## src/rtl/ac97_tone_fifo_gen.sv

```systemverilog
// Square-wave PCM sample source feeding a small first-word-fall-through FIFO for ac97_controller.
// Optional macro TONE_ATTEN_EN adds a tone_atten[3:0] arithmetic right-shift applied at write time.
module ac97_tone_fifo_gen #(
   parameter int                 DEPTH     = 4,
   parameter logic signed [19:0] AMPLITUDE = 20'sd100000,
   parameter int                 PERIOD_W  = 16
) (
   input  logic                       bit_clk,
   input  logic                       reset_b,
   input  logic                       enable,
   input  logic [PERIOD_W-1:0]        tone_period,
`ifdef TONE_ATTEN_EN
   input  logic [3:0]                 tone_atten,
`endif
   output logic signed [19:0]         tone_data,
   output logic                       fifo_empty,
   input  logic                       fifo_rd_en,
   output logic [$clog2(DEPTH):0]     fifo_count
);

   localparam int AW = $clog2(DEPTH);
   localparam int CW = AW + 1;
   localparam logic [CW-1:0] FULL_CNT = CW'(DEPTH);

   logic [CW-1:0]         count_q, count_d;
   logic [AW-1:0]         wr_ptr_q, wr_ptr_d;
   logic [AW-1:0]         rd_ptr_q, rd_ptr_d;
   logic                  pol_q, pol_d;
   logic [PERIOD_W-1:0]   half_cnt_q, half_cnt_d;
   logic signed [19:0]    tone_data_q, tone_data_d;
   logic signed [19:0]    mem [DEPTH];

   logic                  wr_en;
   logic                  rd_en;
   logic                  period_zero;
   logic [PERIOD_W-1:0]   period_m1;
   logic signed [19:0]    raw_sample;
   logic signed [19:0]    sample;

`ifdef TONE_ATTEN_EN
   function automatic logic signed [19:0] atten_shift(input logic signed [19:0] v,
                                                      input logic [3:0] sh);
      atten_shift = v >>> sh;
   endfunction
`endif

   always_comb begin
      wr_en       = enable && (count_q < FULL_CNT);
      rd_en       = fifo_rd_en && (count_q != '0);
      period_zero = (tone_period == '0);
      period_m1   = tone_period - PERIOD_W'(1);

      if (period_zero) begin
         raw_sample = '0;
      end else if (pol_q) begin
         raw_sample = AMPLITUDE;
      end else begin
         raw_sample = -AMPLITUDE;
      end

`ifdef TONE_ATTEN_EN
      sample = atten_shift(raw_sample, tone_atten);
`else
      sample = raw_sample;
`endif
   end

   // Phase advances only on samples that are actually written, so a full FIFO pauses the tone.
   always_comb begin
      half_cnt_d = half_cnt_q;
      pol_d      = pol_q;
      if (wr_en) begin
         if (period_zero) begin
            half_cnt_d = '0;
            pol_d      = 1'b1;
         end else if (half_cnt_q >= period_m1) begin
            half_cnt_d = '0;
            pol_d      = ~pol_q;
         end else begin
            half_cnt_d = half_cnt_q + PERIOD_W'(1);
         end
      end
   end

   always_comb begin
      count_d  = count_q;
      wr_ptr_d = wr_ptr_q;
      rd_ptr_d = rd_ptr_q;

      if (wr_en) begin
         wr_ptr_d = wr_ptr_q + AW'(1);
      end
      if (rd_en) begin
         rd_ptr_d = rd_ptr_q + AW'(1);
      end

      case ({wr_en, rd_en})
         2'b10:   count_d = count_q + CW'(1);
         2'b01:   count_d = count_q - CW'(1);
         default: count_d = count_q;
      endcase

      // The registered head must show a sample written this cycle when it lands at the new read slot.
      if (count_d == '0) begin
         tone_data_d = '0;
      end else if (wr_en && (wr_ptr_q == rd_ptr_d)) begin
         tone_data_d = sample;
      end else begin
         tone_data_d = mem[rd_ptr_d];
      end
   end

   always_ff @(posedge bit_clk or negedge reset_b) begin
      if (!reset_b) begin
         count_q     <= '0;
         wr_ptr_q    <= '0;
         rd_ptr_q    <= '0;
         pol_q       <= 1'b1;
         half_cnt_q  <= '0;
         tone_data_q <= '0;
      end else begin
         count_q     <= count_d;
         wr_ptr_q    <= wr_ptr_d;
         rd_ptr_q    <= rd_ptr_d;
         pol_q       <= pol_d;
         half_cnt_q  <= half_cnt_d;
         tone_data_q <= tone_data_d;
      end
   end

   always_ff @(posedge bit_clk) begin
      if (wr_en) begin
         mem[wr_ptr_q] <= sample;
      end
   end

   assign tone_data  = tone_data_q;
   assign fifo_empty = (count_q == '0);
   assign fifo_count = count_q;

endmodule

```

## config.mk

```make
export PLATFORM = sky130hd
export DESIGN_NAME = ac97_tone_fifo_gen
export DESIGN_NICKNAME = d
export VERILOG_FILES = /design/src/rtl/ac97_tone_fifo_gen.sv
export SDC_FILE = /design/constraint.sdc
export NUM_CORES = 1
export LEC_CHECK = 0
export CORE_MARGIN = 2
export CORE_UTILIZATION = 55
export DETAILED_ROUTE_END_ITERATION = 10
export HOLD_SLACK_MARGIN = 0.06
export PLACE_DENSITY = 0.82
export SETUP_SLACK_MARGIN = 0.15
export SYNTH_ARGS = -nofsm -noshare
export SYNTH_HDL_FRONTEND = slang
export SYNTH_SLANG_ARGS = --single-unit
```

## constraint.sdc

```tcl
create_clock -name bit_clk -period 3.58 [get_ports bit_clk]
set_clock_uncertainty 0.05 [all_clocks]
set_input_delay 1.074 -clock bit_clk [delete_from_list [all_inputs] [get_ports bit_clk]]
set_output_delay 1.074 -clock bit_clk [all_outputs]
set_load 0.02 [all_outputs]
```

; Yosys cells after proc, flatten, opt, wreduce, memory -nomap -nowiden
; Memories as Yosys holds them, arrays and structs flattened.
; Index checks and enable logic that the tools add are counted.
[totals]
elab_cells = 40
n_memories = 1
ramBits = 80
register_bits = 44
[mem_list]
columns = name, words, word_bits, rd, rd_ports_with_merged_regs, write_ports, line_no
row1 = mem, 4, 20, 1, 0, 1, 31  ; logic signed [19:0] mem [DEPTH];
[op_classes]
order_cmp = 2
mux = 12
eq_ne = 3
addsub = 6
bitwise_logic = 1
reduce_logical = 9
[op_table]
columns = op, n
row1 = 20-bit two-way mux, 4
row2 = 16-bit two-way mux, 2
row3 = "16-bit by 1-bit adder with 16-bit output, second input constant", 1
row4 = 16-bit greater-or-equal comparator, 1
row5 = 16-bit logical NOT, 1
row6 = "16-bit by 1-bit subtractor with 16-bit output, second input constant", 1
row7 = 3-bit logical NOT, 2
row8 = 3-bit case mux with 2 select lines, 1
row9 = "2-bit by 1-bit adder with 2-bit output, second input constant", 2
row10 = 1-bit two-way mux, 4
row11 = "3-bit by 1-bit adder with 3-bit output, second input constant", 1
row12 = 1-bit logical AND, 3
row13 = "3-bit less-than comparator, second input constant", 1
row14 = 3-bit nonzero test, 1
row15 = "3-bit by 1-bit subtractor with 3-bit output, second input constant", 1
row16 = "2-bit by 1-bit == test with 1-bit output, second input constant", 1
row17 = 2-bit == test, 1
row18 = "2-bit == test, second input constant", 1
row19 = 2-bit two-way mux, 1
row20 = 2-bit AND reduction, 1
row21 = 2-bit nonzero test, 1
row22 = 1-bit NOT, 1

; Logic depth before layout (Yosys ltp)
; Gate-level depths: netlist of the first run.
[depth]
word_depth = 7
mapped_depth = 13

; Worst setup path after synthesis of the first run
; No wires, ideal clock.
[synth_path]
path_kind = input -> register
start = in tone_period[2]
end = reg half_cnt_q[10]
n_path_buf = 1
path_stages = 12
setup_slack_ns = -0.343
t_arrival_ns = 3.752
required_time_ns = 3.409
setup_ns = 0.121
path_cell_list = or4_4 -> nor3_2 -> nand3_1 -> nor3_1 -> xnor2_1 -> ha_1 -> nand2_1 -> nor4_1 -> o311ai_0 -> a31oi_2 -> buf_2 -> nor2_1
[synth_via]
elab_chain_cells = 4
word_cells_on_any_way = 5
[synth_lines]
columns = element, line_no
row1 = start: declaration, 11  ; input logic [PERIOD_W-1:0] tone_period,
row2 = 16-bit by 1-bit subtractor with 16-bit output, 51  ; period_m1 = tone_period - PERIOD_W'(1);
row3 = 16-bit greater-or-equal comparator, 76  ; end else if (half_cnt_q >= period_m1) begin
row4 = 16-bit two-way mux, 76
row5 = 16-bit two-way mux (*), 73  ; if (period_zero) begin
row6 = end signal: assignment, 126  ; half_cnt_q <= half_cnt_d;
row7 = end: declaration, 29  ; logic [PERIOD_W-1:0] half_cnt_q, half_cnt_d;
; Mark *: on every way between the ends. The rest lies on a longest branch, timed or not.
; A chain may end at the register's enable or synchronous reset.

; Worst setup path in the final report of the first run
[layout_path]
start = in tone_period[7]
end = reg half_cnt_q[11]
; The elaborated chain is that of the path after synthesis.

==> metrics.cfg, run 1 <==
[layout]
multi_input_area_mm2=0.00168
fin_nets=398
fillers=285
drive_above_1_share_pct=24.6
area_growth_pct=34.2
diodes=0
layout.cells.non_filler=421
seq_area_mm2=0.00104

[clock_tree]
clkTransAtPathRegs_ps=80
cts_htree_levels=2
clk-insertion-delay-late_ps=300
tritoncts=built
cts-root-buf=clkbuf_8
clockBufferDepth=2
clock_sink_count=39
cts_buffers=5
holdBufCountCts=0

[timing]
period_minus_slack_ps=3750
fmax_mhz=267
rsz0062_at_grt=yes
max_slew.worst_pin.slew_ps=535
finalWorstSetupSlack_ps=-171
min_period_over_period_pct=105
slew_headroom_pct=63.8
finalHoldViolCount=0
drv_slew=0
setup_viol=17
tns_ps=-2450

[detailed_routing]
drtIter0Drc=215
ant_nets=0
num_vias=2492
totalWireLength_mm=7.00
drc=0
wl_per_cell_um=16.6
drt_pass1_iterations=5
viasPerCell=5.92

[setup_path]
required_ps=3710
crit_type=in -> reg
path_max_fanout=6
cp-end-kind=flop
arrival_ps=3890
startpoint_type=input pin

[synthesis]
ys_seq_area_share_pct=37.9
synth_edf_count=12
async_flop_share_pct=69.2
avgSynthCellArea_um2=9.55
synth.top_cell.area_share_pct=23.7
yosys_register_bits=39
yosys.area.top_type=dfrtp_1
synth_common_cells=nor2_1, dfrtp_1, ha_1
yosysMostFrequentCell=nor2_1
yosysWarnings=0
synth_area_leaders=dfrtp_1, edfxtp_1, ha_1
netlist_area_mm2=0.00274
syn_inst=287
yosys_most_used_dff=dfrtp_1
yosysUniqueCellTypes=52

[floorplan]
core_area_mm2=0.00475
die_width_um=74.6
die-height_um=74.6
num_rows=25
die_area_mm2=0.00556
io_pins=44
initial_utilization_pct=57.6

[placement]
place_inst=400
place_congestion=0.838
dpl.hpwl_mm=4.43
port_buffers=38

[grt]
grt_pass1_vias=2306
grt_start_max_net_pins=28
grt-ovfl-total=0
antenna_found_initial=0
track_usage_pct=25.0
grt_pass1_wl_mm=10.7

[power]
power_leakage_nw=1.50
irDropWorstVdd_mv=0.302
p_per_area_mw_per_mm2=561

[run_status]
status=finished, violations left
violations=setup timing

[min_path]
worstHoldPathType=reg -> reg

[run]
drv_cap=0

[power by group]
part           switching, mW  internal (mW)
clock network          0.169          0.139
registers              0.183          0.564
logic                  0.529          0.478
total                  0.881           1.18
[routing by layer]
metal	global-route usage, %	wire length (µm)	vias to the layer above
met5	0	0	-
met4	10.7	324	0
met3	4.47	449	49
met2	41.3	3400	143
met1	32.4	2820	1168
li1	-	-	1132
[cell families after synthesis]
group / after synthesis / synth area share, %
simple gates: 110 / 20.4
flops: 39 / 37.9
buf+inv: 38 / 7.85
compound gates: 37 / 10.0
xor+xnor: 33 / 10.5
fa+ha+maj: 25 / 11.7
mux: 4 / 1.51
other cells: 1 / 0.137
[critical path: stages]
cell and delay [ps]:
clkdlybuf4s50_1 460, nor3_2 210, buf_4 150, nand3_2 80, buf_4 150, nor3_2 150
xnor2_1 120, ha_1 330, nand2_2 80, buf_4 150, or3b_4 410, a31oi_4 200
buf_6 140, buf_16 130, nor2_2 40
[area by class of cell]
type                       instances  share of cell area, %
sequential                        39                   28.2
clock inverter                     3                  0.646
timing repair buffer              79                   20.0
clock buffer                       5                   1.87
tap                               67                   2.28
multi-input combinational        214                   45.6
inverter                          14                   1.43
[state kept, by name (all words and copies together) (netlist names)]
signal,flops
rd_ptr_q,2
wr_ptr_q,2
half_cnt_q,16
mem,12
fifo_count,3
pol_q,1
tone_data,3
[worst paths after layout]
| kind | startpoint | end | slack [ps] | cells after the start |
|---|---|---|---|---|
| max in group asynchronous | reset_b | pol_q$_DFFE_PN1P_ | 2080 | 2 |
| min reg2reg | pol_q$_DFFE_PN1P_ | pol_q$_DFFE_PN1P_ | 470 | 2 |
| max reg2reg | fifo_count[1]$_DFF_PN0_ | tone_data[5]$_DFF_PN0_ | 1160 | 10 |
| min | pol_q$_DFFE_PN1P_ | pol_q$_DFFE_PN1P_ | 470 | 2 |
| max | tone_period[7] | half_cnt_q[11]$_DFFE_PN0P_ | -170 | 15 |
| min in group asynchronous | reset_b | half_cnt_q[15]$_DFFE_PN0P_ | 1090 | 2 |
[stage by stage]
stage / cell area (µm²) / power (mW) / hold slack (ps) / setup WS, ps / utilization [%]
floorplan: 2840 / 1.42 / 416 / 10.6 / -
global placement: 3360 / 1.67 / 476 / -568 / 70.7
detailed placement: 3360 / 1.71 / 457 / -597 / 70.7
global route: 3680 / 2.19 / 487 / -315 / 77.3
finish: 3680 / 2.06 / 469 / -171 / 77.3
CTS: 3580 / 2.03 / 471 / -87.2 / 75.2
[cell usage in the layout (no fill, tap or decap), types with 3 or more instances in the layout]
| cell | instances |
|---|---|
| buf_4 | 33 |
| clkdlybuf4s50_1 | 32 |
| dfrtp_1 | 26 |
| ha_1 | 24 |
| nor2_1 | 23 |
| xnor2_1 | 21 |
| nand2_1 | 18 |
| inv_1 | 12 |
| nor3_1 | 12 |
| edfxtp_1 | 12 |
| xor2_1 | 11 |
| nand3_1 | 9 |
| buf_6 | 7 |
| o21ai_0 | 6 |
| a21oi_1 | 5 |
| nand4_1 | 5 |
| conb_1 | 5 |
| clkbuf_8 | 5 |
| nor4_1 | 4 |
| and2_1 | 4 |
| nand2_2 | 4 |
| o21ai_1 | 4 |
| nor2_4 | 4 |
| nor3_4 | 3 |
| mux2i_1 | 3 |
| o211ai_1 | 3 |
| buf_2 | 3 |
[what timing repair did]
item                       4_1_cts  5_1_grt
setup buffers                    8        4
setup endpoints to repair       17       17
gates cloned                     1        0
pin swaps                       19       15
gates resized for setup         30       17
Note: power is estimated with default switching activity, not from simulation.
==> run 2, diff against run 1 <==
Settings changed: CTS_BUF_LIST set to sky130_fd_sc_hd__clkbuf_4, TNS_END_PERCENT set to 20.
==> run 2 against run 1 <==
  * The flow still finishes with violations (setup timing)
  * Non-clock buffer count shrank 2
  * Power shrank 5.1%
  * Worst hold slack gained 19 ps
  * Worst setup slack gained 130 ps
  * Cell area shrank 3.1%
  * Combinational power shrank 3%
  * Die area is the same
  * Maximum frequency grew 3.5%
  * Clock power shrank 20%
  * Final cell count shrank 0.48%
  * First-iteration DRC count shrank 13%
  * Largest power group unchanged
==> metrics.cfg, run 2 (synthesis gave the netlist of run 1 again) <==
[run_status]
status=finished, violations left
violations=setup timing

[min_path]
worstHoldPathType=reg -> reg
min-delay-start=pol_q$_DFFE_PN1P_

[grt]
track_usage_pct=24.0
grt_pass1_vias=2214
grt_pass1_wl_mm=10.1
grt_start_max_net_pins=28
grt-ovfl-total=0
antenna_found_initial=0

[setup_path]
cp-end-kind=flop
endpoint=pol_q$_DFFE_PN1P_
r2r_setup_slack_ps=1130
crit_type=in -> reg
arrival_ps=3870
startpoint=tone_period[3]
r2r-end=tone_data[5]$_DFF_PN0_
path_max_fanout=3
startpoint_type=input pin
timing.rr.start=fifo_count[1]$_DFF_PN0_
r2r_cells=10
required_ps=3820

[detailed_routing]
viasPerCell=5.48
drt_pass1_iterations=4
dr_wl_met3_um=258
wl_met1_mm=2.72
num_vias=2297
ant_nets=0
totalWireLength_mm=5.95
drtIter0Drc=186
wl_per_cell_um=14.2
wl_met2_mm=2.84
routed.top_layer=met4
drc=0

[clock_tree]
cts-root-buf=clkbuf_4
holdBufCountCts=0
cts_htree_levels=2
clockBufferDepth=2
cts_buffers=5
clock_sink_count=39
clkTransAtPathRegs_ps=130
tritoncts=built
clk-insertion-delay-late_ps=370

[layout]
layout.cells.non_filler=419
fin_area_mm2=0.00356
largest_register_ff_count=16
final_cell_mix=clkdlybuf4s50_1, buf_4, dfrtp_1, nor2_1, ha_1
top_register=half_cnt_q
drive_above_1_share_pct=22.7
area_growth_pct=30.1
diodes=0
fin_util_pct=75.0
fin_nets=396
top_regs=half_cnt_q (16), mem (12)

[timing]
finalWorstSetupSlack_ps=-44.7
max_slew.worst_pin.slew_ps=540
min_period_over_period_pct=101
fmax_mhz=276
setup_viol=14
rsz0062_at_grt=yes
drv_slew=0
finalHoldViolCount=0
period_minus_slack_ps=3620
slew_headroom_pct=63.5

[run]
drv_cap=0

[power]
combPwrFrac_pct=49.9
p_per_area_mw_per_mm2=549
netSwitchingFraction_pct=43.1
p_clk_share_pct=12.5
seqPwrFrac_pct=37.6
switchingPower_mw=0.843
irDropWorstVdd_mv=0.287
power_leakage_nw=1.46
p_int_mw=1.11

[placement]
place_congestion=0.896
port_buffers=38
place_inst=400
placed_area_mm2=0.00336
dpl.hpwl_mm=4.43

[floorplan]
die_width_um=74.6
core_area_mm2=0.00475
initial_utilization_pct=57.6
io_pins=44
num_rows=25
die-height_um=74.6
die_area_mm2=0.00556

==> run 2: cell count changes in the layout (fill, tap and decap cells not counted), moves of 2 or more <==
cell / previous run / this run
clkbuf_8: 5 / 0
clkbuf_4: 0 / 5
nor2_4: 4 / 0
nor2_1: 23 / 25
o21ai_1: 4 / 2
clkdlybuf4s50_1: 32 / 34
dlymetal6s2s_1: 2 / 0
nor2_2: 2 / 4
buf_6: 7 / 5
==> run 2: metrics by stage <==
stage	setup TNS (ps)	power, mW	hold slack [ps]	setup slack (ps)
global route	-1830	2.11	514	-142
CTS	0	1.96	475	0.437
detailed placement	-10580	1.71	447	-655
finish	-383	1.96	488	-44.7
floorplan	0	1.42	416	10.6
global placement	-8620	1.67	461	-526
==> run 2: critical path: stages <==
cell and delay (ps):
buf_6 90, or4_4 550, nor3_4 220, nand3_2 120
nor3_2 140, xnor2_1 110, ha_1 320, nand2_2 90
nor4_4 320, buf_4 180, o311ai_4 110, a31oi_4 210
buf_6 130, mux2i_1 200
==> run 2: per-layer routing <==
layer	track usage, %	vias to the layer above
met3	4.47	14
met1	32.2	1081
met4	9.13	0
met2	38.9	80
li1	-	1122
met5	0	-
==> run 2: final cells by class <==
class	instances	area, µm²
tap	67	83.8
timing repair buffer	77	709
multi-input combinational	214	1620
inverter	14	52.6
clock buffer	5	37.5
clock inverter	3	23.8
sequential	39	1040
fill	324	1190
==> run 2: how the worst min path moves through the flow <==
stage	to	slack, ps	cells after the start
CTS	pol_q$_DFFE_PN1P_	480	2
global route	pol_q$_DFFE_PN1P_	510	2
global placement	pol_q$_DFFE_PN1P_	460	2
finish	pol_q$_DFFE_PN1P_	490	2
floorplan	pol_q$_DFFE_PN1P_	420	2
detailed placement	pol_q$_DFFE_PN1P_	450	2
==> run 2: power groups by stage <==
stage / registers, mW / clock network (mW) / logic [mW]
6_report: 0.737 / 0.245 / 0.975
5_1_grt: 0.754 / 0.263 / 1.09
4_1_cts: 0.734 / 0.247 / 0.977
3_5_place_dp: 0.744 / 0 / 0.968
3_3_place_gp: 0.735 / 0 / 0.936
2_1_floorplan: 0.719 / 0 / 0.700
==> run 2: timing repair <==
action,in CTS,in global routing
gates resized for setup,27,7
pin swaps,14,4
buffers inserted,10,0
gates cloned,1,0
endpoints found under the setup margin,17,17
==> run 3, diff against run 2 <==
Settings changed: PLACE_DENSITY 0.82 to not set, PLACE_DENSITY_LB_ADDON set to 0.15, SKIP_CTS_REPAIR_TIMING set to 1.
==> run 3 against run 2 <==
  * The run still ends with setup timing left
  * Sequential share of layout area rose by 0.36 points
  * Global-route usage fell by 2.2 points
  * Largest cell class unchanged
  * Clock power rose by 17%
  * Cell area shrank 1.2%
  * Utilization shrank 0.92 points
  * Combinational power is 0.6% lower
  * Largest power group unchanged
  * Clock-buffer cell count did not move
  * Critical path depth unchanged
  * Final cell count shrank 0.95%
  * Routed wire length is 4.0% lower
  * Critical path type unchanged
  * Worst hold slack worse by 25 ps
  * First-iteration DRC count down 22%
==> metrics.cfg, run 3 (synthesis gave the netlist of run 1 again) <==
[run_status]
status=finished, violations left
violations=setup timing

[clock_tree]
cts_buffers=5
cts_htree_levels=2
clockBufferDepth=2
clk-insertion-delay-late_ps=340
tritoncts=built
clock_sink_count=39
clkTransAtPathRegs_ps=110
cts-root-buf=clkbuf_4

[detailed_routing]
drtIter0Drc=145
viasPerCell=5.40
drc=0
totalWireLength_mm=5.71
drt_pass1_iterations=4
wl_per_cell_um=13.8
num_vias=2240
ant_nets=0

[floorplan]
initial_utilization_pct=57.6
die-height_um=74.6
die_width_um=74.6
core_area_mm2=0.00475
num_rows=25
io_pins=44
die_area_mm2=0.00556

[timing]
setup_viol=14
fin_hold_ws_ps=463
min_period_over_period_pct=101
drv_slew=0
slew_headroom_pct=58.0
finalWorstSetupSlack_ps=-43.4
finalHoldViolCount=0
period_minus_slack_ps=3620
fmax_mhz=276
max_slew.worst_pin.slew_ps=621
rsz0062_at_grt=yes

[min_path]
min-delay-start=pol_q$_DFFE_PN1P_
worstHoldPathType=reg -> reg

[grt]
antenna_found_initial=0
grt_pass1_vias=2015
grt-ovfl-total=0
grt_pass1_wl_mm=9.24
grt_start_max_net_pins=28
track_usage_pct=21.9

[setup_path]
startpoint_type=input pin
timing.rr.start=fifo_count[1]$_DFF_PN0_
critPathMaxStageDelay_ps=550
path_max_fanout=7
startpoint=tone_period[1]
cp-end-kind=flop
arrival_ps=3810
slowest_stage=or4_4
crit_type=in -> reg
cp_cell_sequence=buf_6, or4_4, nor3_4, nand3_4, nor3_4, xnor2_1, ha_1, nand2_2, nor4_4, buf_4, o311ai_4, a31oi_4, buf_6, nor2_1
required_ps=3770

[layout]
top_regs=half_cnt_q (16), mem (12)
layout.cells.non_filler=415
fin_nets=392
seq_area_mm2=0.00104
drive_above_1_share_pct=20.1
multi_input_area_mm2=0.00162
fillers=357
top_register=half_cnt_q
largest_register_ff_count=16
diodes=0
area_growth_pct=28.5
final_common_cell=clkdlybuf4s50_1
final_cell_mix=clkdlybuf4s50_1, buf_4, nor2_1, dfrtp_1, ha_1

[power]
finalPower_mw=1.99
p_per_area_mw_per_mm2=566
power_leakage_nw=1.46
irDropWorstVdd_mv=0.415

[run]
drv_cap=0

[placement]
place_congestion=0.799
place_inst=404
dpl.hpwl_mm=4.51
port_buffers=38

-- run 3: cell types whose count changed in the layout (fill, tap and decap cells not counted), moves of 2 or more --
cell        change
a21oi_1         -2
clkinvlp_4      -2
buf_2           -2
nor2_2          -4
nand3_2         -2
nor2_1          +4
nand3_4         +2
buf_4           -2
clkbuf_2        +2
a21oi_2         +2
-- run 3: per-stage QoR --
stage               TNS [ps]  area (µm²)  utilization, %  setup slack [ps]
floorplan                  0        2840               -              10.6
global placement       -9420        3380            71.1              -581
detailed placement    -10970        3380            71.1              -698
CTS                    -4480        3460            72.7              -325
global route           -2570        3520            74.1              -187
finish                  -438        3520            74.1             -43.4
-- run 3: power by group --
| group | total, mW | internal [mW] | switching, mW |
|---|---|---|---|
| logic | 0.969 | 0.466 | 0.503 |
| registers | 0.736 | 0.564 | 0.171 |
| clock network | 0.287 | 0.144 | 0.143 |
| total | 1.99 | 1.17 | 0.818 |
-- run 3: worst max-delay path, delay by kind of cell --
family                     cells  cell delay, ps
AOI/OAI and AO/OA              2             350
xor gates and xnor gates       1              90
adders and majority gates      1             330
buffers and inverters          3             430
and+or+nand+nor                7            1540
-- run 3: final cells by class --
type	instances	share of cell area, %
multi-input combinational	214	46.1
sequential	39	29.5
timing repair buffer	73	18.4
tap	67	2.38
inverter	14	1.49
clock inverter	3	1.10
clock buffer	5	1.07
-- run 3: final timing paths --
path / cells after the start / to / slack [ps]
worst max register to register: 10 / tone_data[5]$_DFF_PN0_ / 1080
worst max-delay path: 14 / half_cnt_q[10]$_DFFE_PN0P_ / -40
worst min-delay path: 2 / pol_q$_DFFE_PN1P_ / 460
min in group asynchronous: 2 / half_cnt_q[15]$_DFFE_PN0P_ / 1040
max in group asynchronous: 2 / pol_q$_DFFE_PN1P_ / 2130
worst min register to register: 2 / pol_q$_DFFE_PN1P_ / 460
-- run 3: per-layer routing --
layer / wire length, µm / global-route usage (%) / up-vias
met4: 60 / 6.75 / 0
met5: 0 / 0 / -
li1: - / - / 1125
met2: 2640 / 33.8 / 49
met3: 195 / 3.66 / 6
met1: 2820 / 31.5 / 1060
==> variant (flow settings as in run 2) <==
`DEPTH`: 4 -> 8.
--- a/src/rtl/ac97_tone_fifo_gen.sv
+++ b/src/rtl/ac97_tone_fifo_gen.sv
@@ -1,7 +1,7 @@
 // Square-wave PCM sample source feeding a small first-word-fall-through FIFO for ac97_controller.
 // Optional macro TONE_ATTEN_EN adds a tone_atten[3:0] arithmetic right-shift applied at write time.
 module ac97_tone_fifo_gen #(
-   parameter int                 DEPTH     = 4,
+   parameter int                 DEPTH     = 8,
    parameter logic signed [19:0] AMPLITUDE = 20'sd100000,
    parameter int                 PERIOD_W  = 16
 ) (
Interface: changed (resized fifo_count); port bits go from 44 to 45. No check against the original RTL was run, so the function may have changed too.
==> variant against run 2 <==
- sequential cell count up 15
- die area is 28% higher
- final area grew 25%
- non-clock buffer count increased by 5
- sequential power grew 28%
- maximum frequency is 8.1% higher
- power increased by 41%
- area after synthesis up 30%
- routed wire length up 25%
- setup slack gained 0.27 ns
- highest routed layer unchanged
==> variant: results (changes against run 2) <==
status: "finished clean"  # was finished, violations left
grt_start_max_net_pins: 31  # was 28
critPathLaunch: "tone_period[6]"  # was tone_period[3]
detail_route.wl_per_cell_um: 15.80  # was 14.19 µm
first_iter_violations: 146  # was 186
n_fill_cell: 465  # was 324
place_congestion: 0.8444  # was 0.8958
synth.mux.area_fraction: 0.1303  # was 0.01507
synth_top_cells_by_count: "nor2_1 (30), dfrtp_1 (29), mux2i_1 (29), nand2_1 (25)"  # was nor2_1 (29), dfrtp_1 (26), ha_1 (24), nand2_1 (22), xnor2_1 (22)
io_buffers: 39  # was 38
leakage_nw: 1.927  # was 1.458 nW
place_ws_ns: -0.6713  # was -0.6551 ns
post-cts-setup-buffers: 5  # was 10
yosys-top-cells-area: "dfrtp_1 (20%), edfxtp_1 (20%), ha_1 (8.5%), mux2i_1 (8.2%), xnor2_1 (4.9%)"  # was dfrtp_1 (24%), edfxtp_1 (13%), ha_1 (11%), xnor2_1 (7.0%), buf_4 (4.7%)
critPathMaxFanout: 8  # was 3
synth_fa_ha_area_frac: 0.09014  # was 0.1169
grt_pass1_vias: 2760  # was 2214
grt_pass1_wl_um: 12600  # was 10100 µm
vias_per_cell: 5.586  # was 5.482
worstHoldStart: "pol_q"  # unchanged
dpl_cell_area_um2: 4192  # was 3362 µm²
syn_avg_cell_area_um2: 10.93  # was 9.547 µm²
fin_nets: 436  # was 396
crit_slowest_cell: "clkdlybuf4s50_1"  # was or4_4
cts-resized-gates: 25  # was 27
worst_pin_slew_ns: 0.8930  # was 0.5396 ns
ys_types: 53  # was 52
largest_register: "mem"  # was half_cnt_q
peakVddDrop_mv: 0.8065  # was 0.2866 mV
cp_data_arrival_time_ns: 3.58  # was 3.87 ns
cpPeakStageDelay_ns: 0.53  # was 0.55 ns
internal_power_mw: 1.674  # was 1.114 mW
placed_cells: 454  # was 400
worstReg2RegStart: "fifo_count[0]"  # was fifo_count[1]
synth_compound_area_frac: 0.06232  # was 0.1005
cp_top_family: "buffers and inverters"  # was simple AND/OR/NAND/NOR gates
synthXorXnorAreaFrac: 0.09366  # was 0.1055
place_hpwl_um: 5740  # was 4431 µm
synth_edf_count: 24  # was 12
largest_reg_flops: 24  # was 16
async_flop_share: 0.5556  # was 0.6923
-- variant: layer usage --
metal	GRT usage	vias up	share of wire
li1	-	1267	-
met1	0.2598	1279	0.40
met2	0.4214	64	0.55
met3	0.03540	10	0.038
met4	0.06205	0	0.013
met5	0	-	0
-- variant: path summary, 6_finish.rpt --
| kind | endpoint | slack (ns) | cells after the start |
|---|---|---|---|
| hold / removal | pol_q | 0.47 | 2 |
| min in group asynchronous | rd_ptr_q[2] | 1.01 | 2 |
| setup reg to reg | tone_data[18] | 0.74 | 9 |
| setup / recovery | half_cnt_q[12] | 0.23 | 16 |
| max in group asynchronous | pol_q | 2.15 | 2 |
| hold reg to reg | pol_q | 0.47 | 2 |
-- variant: cell type report --
cell class	instances	area (µm²)	area share
multi-input cells	236	2042	0.4568
flip-flops and latches	54	1473	0.3294
repair buffers	82	733.2	0.1640
well taps	77	96.34	0.02155
inverters	12	45.04	0.01008
clock inverters	3	43.79	0.009796
clock buffers	5	37.54	0.008396
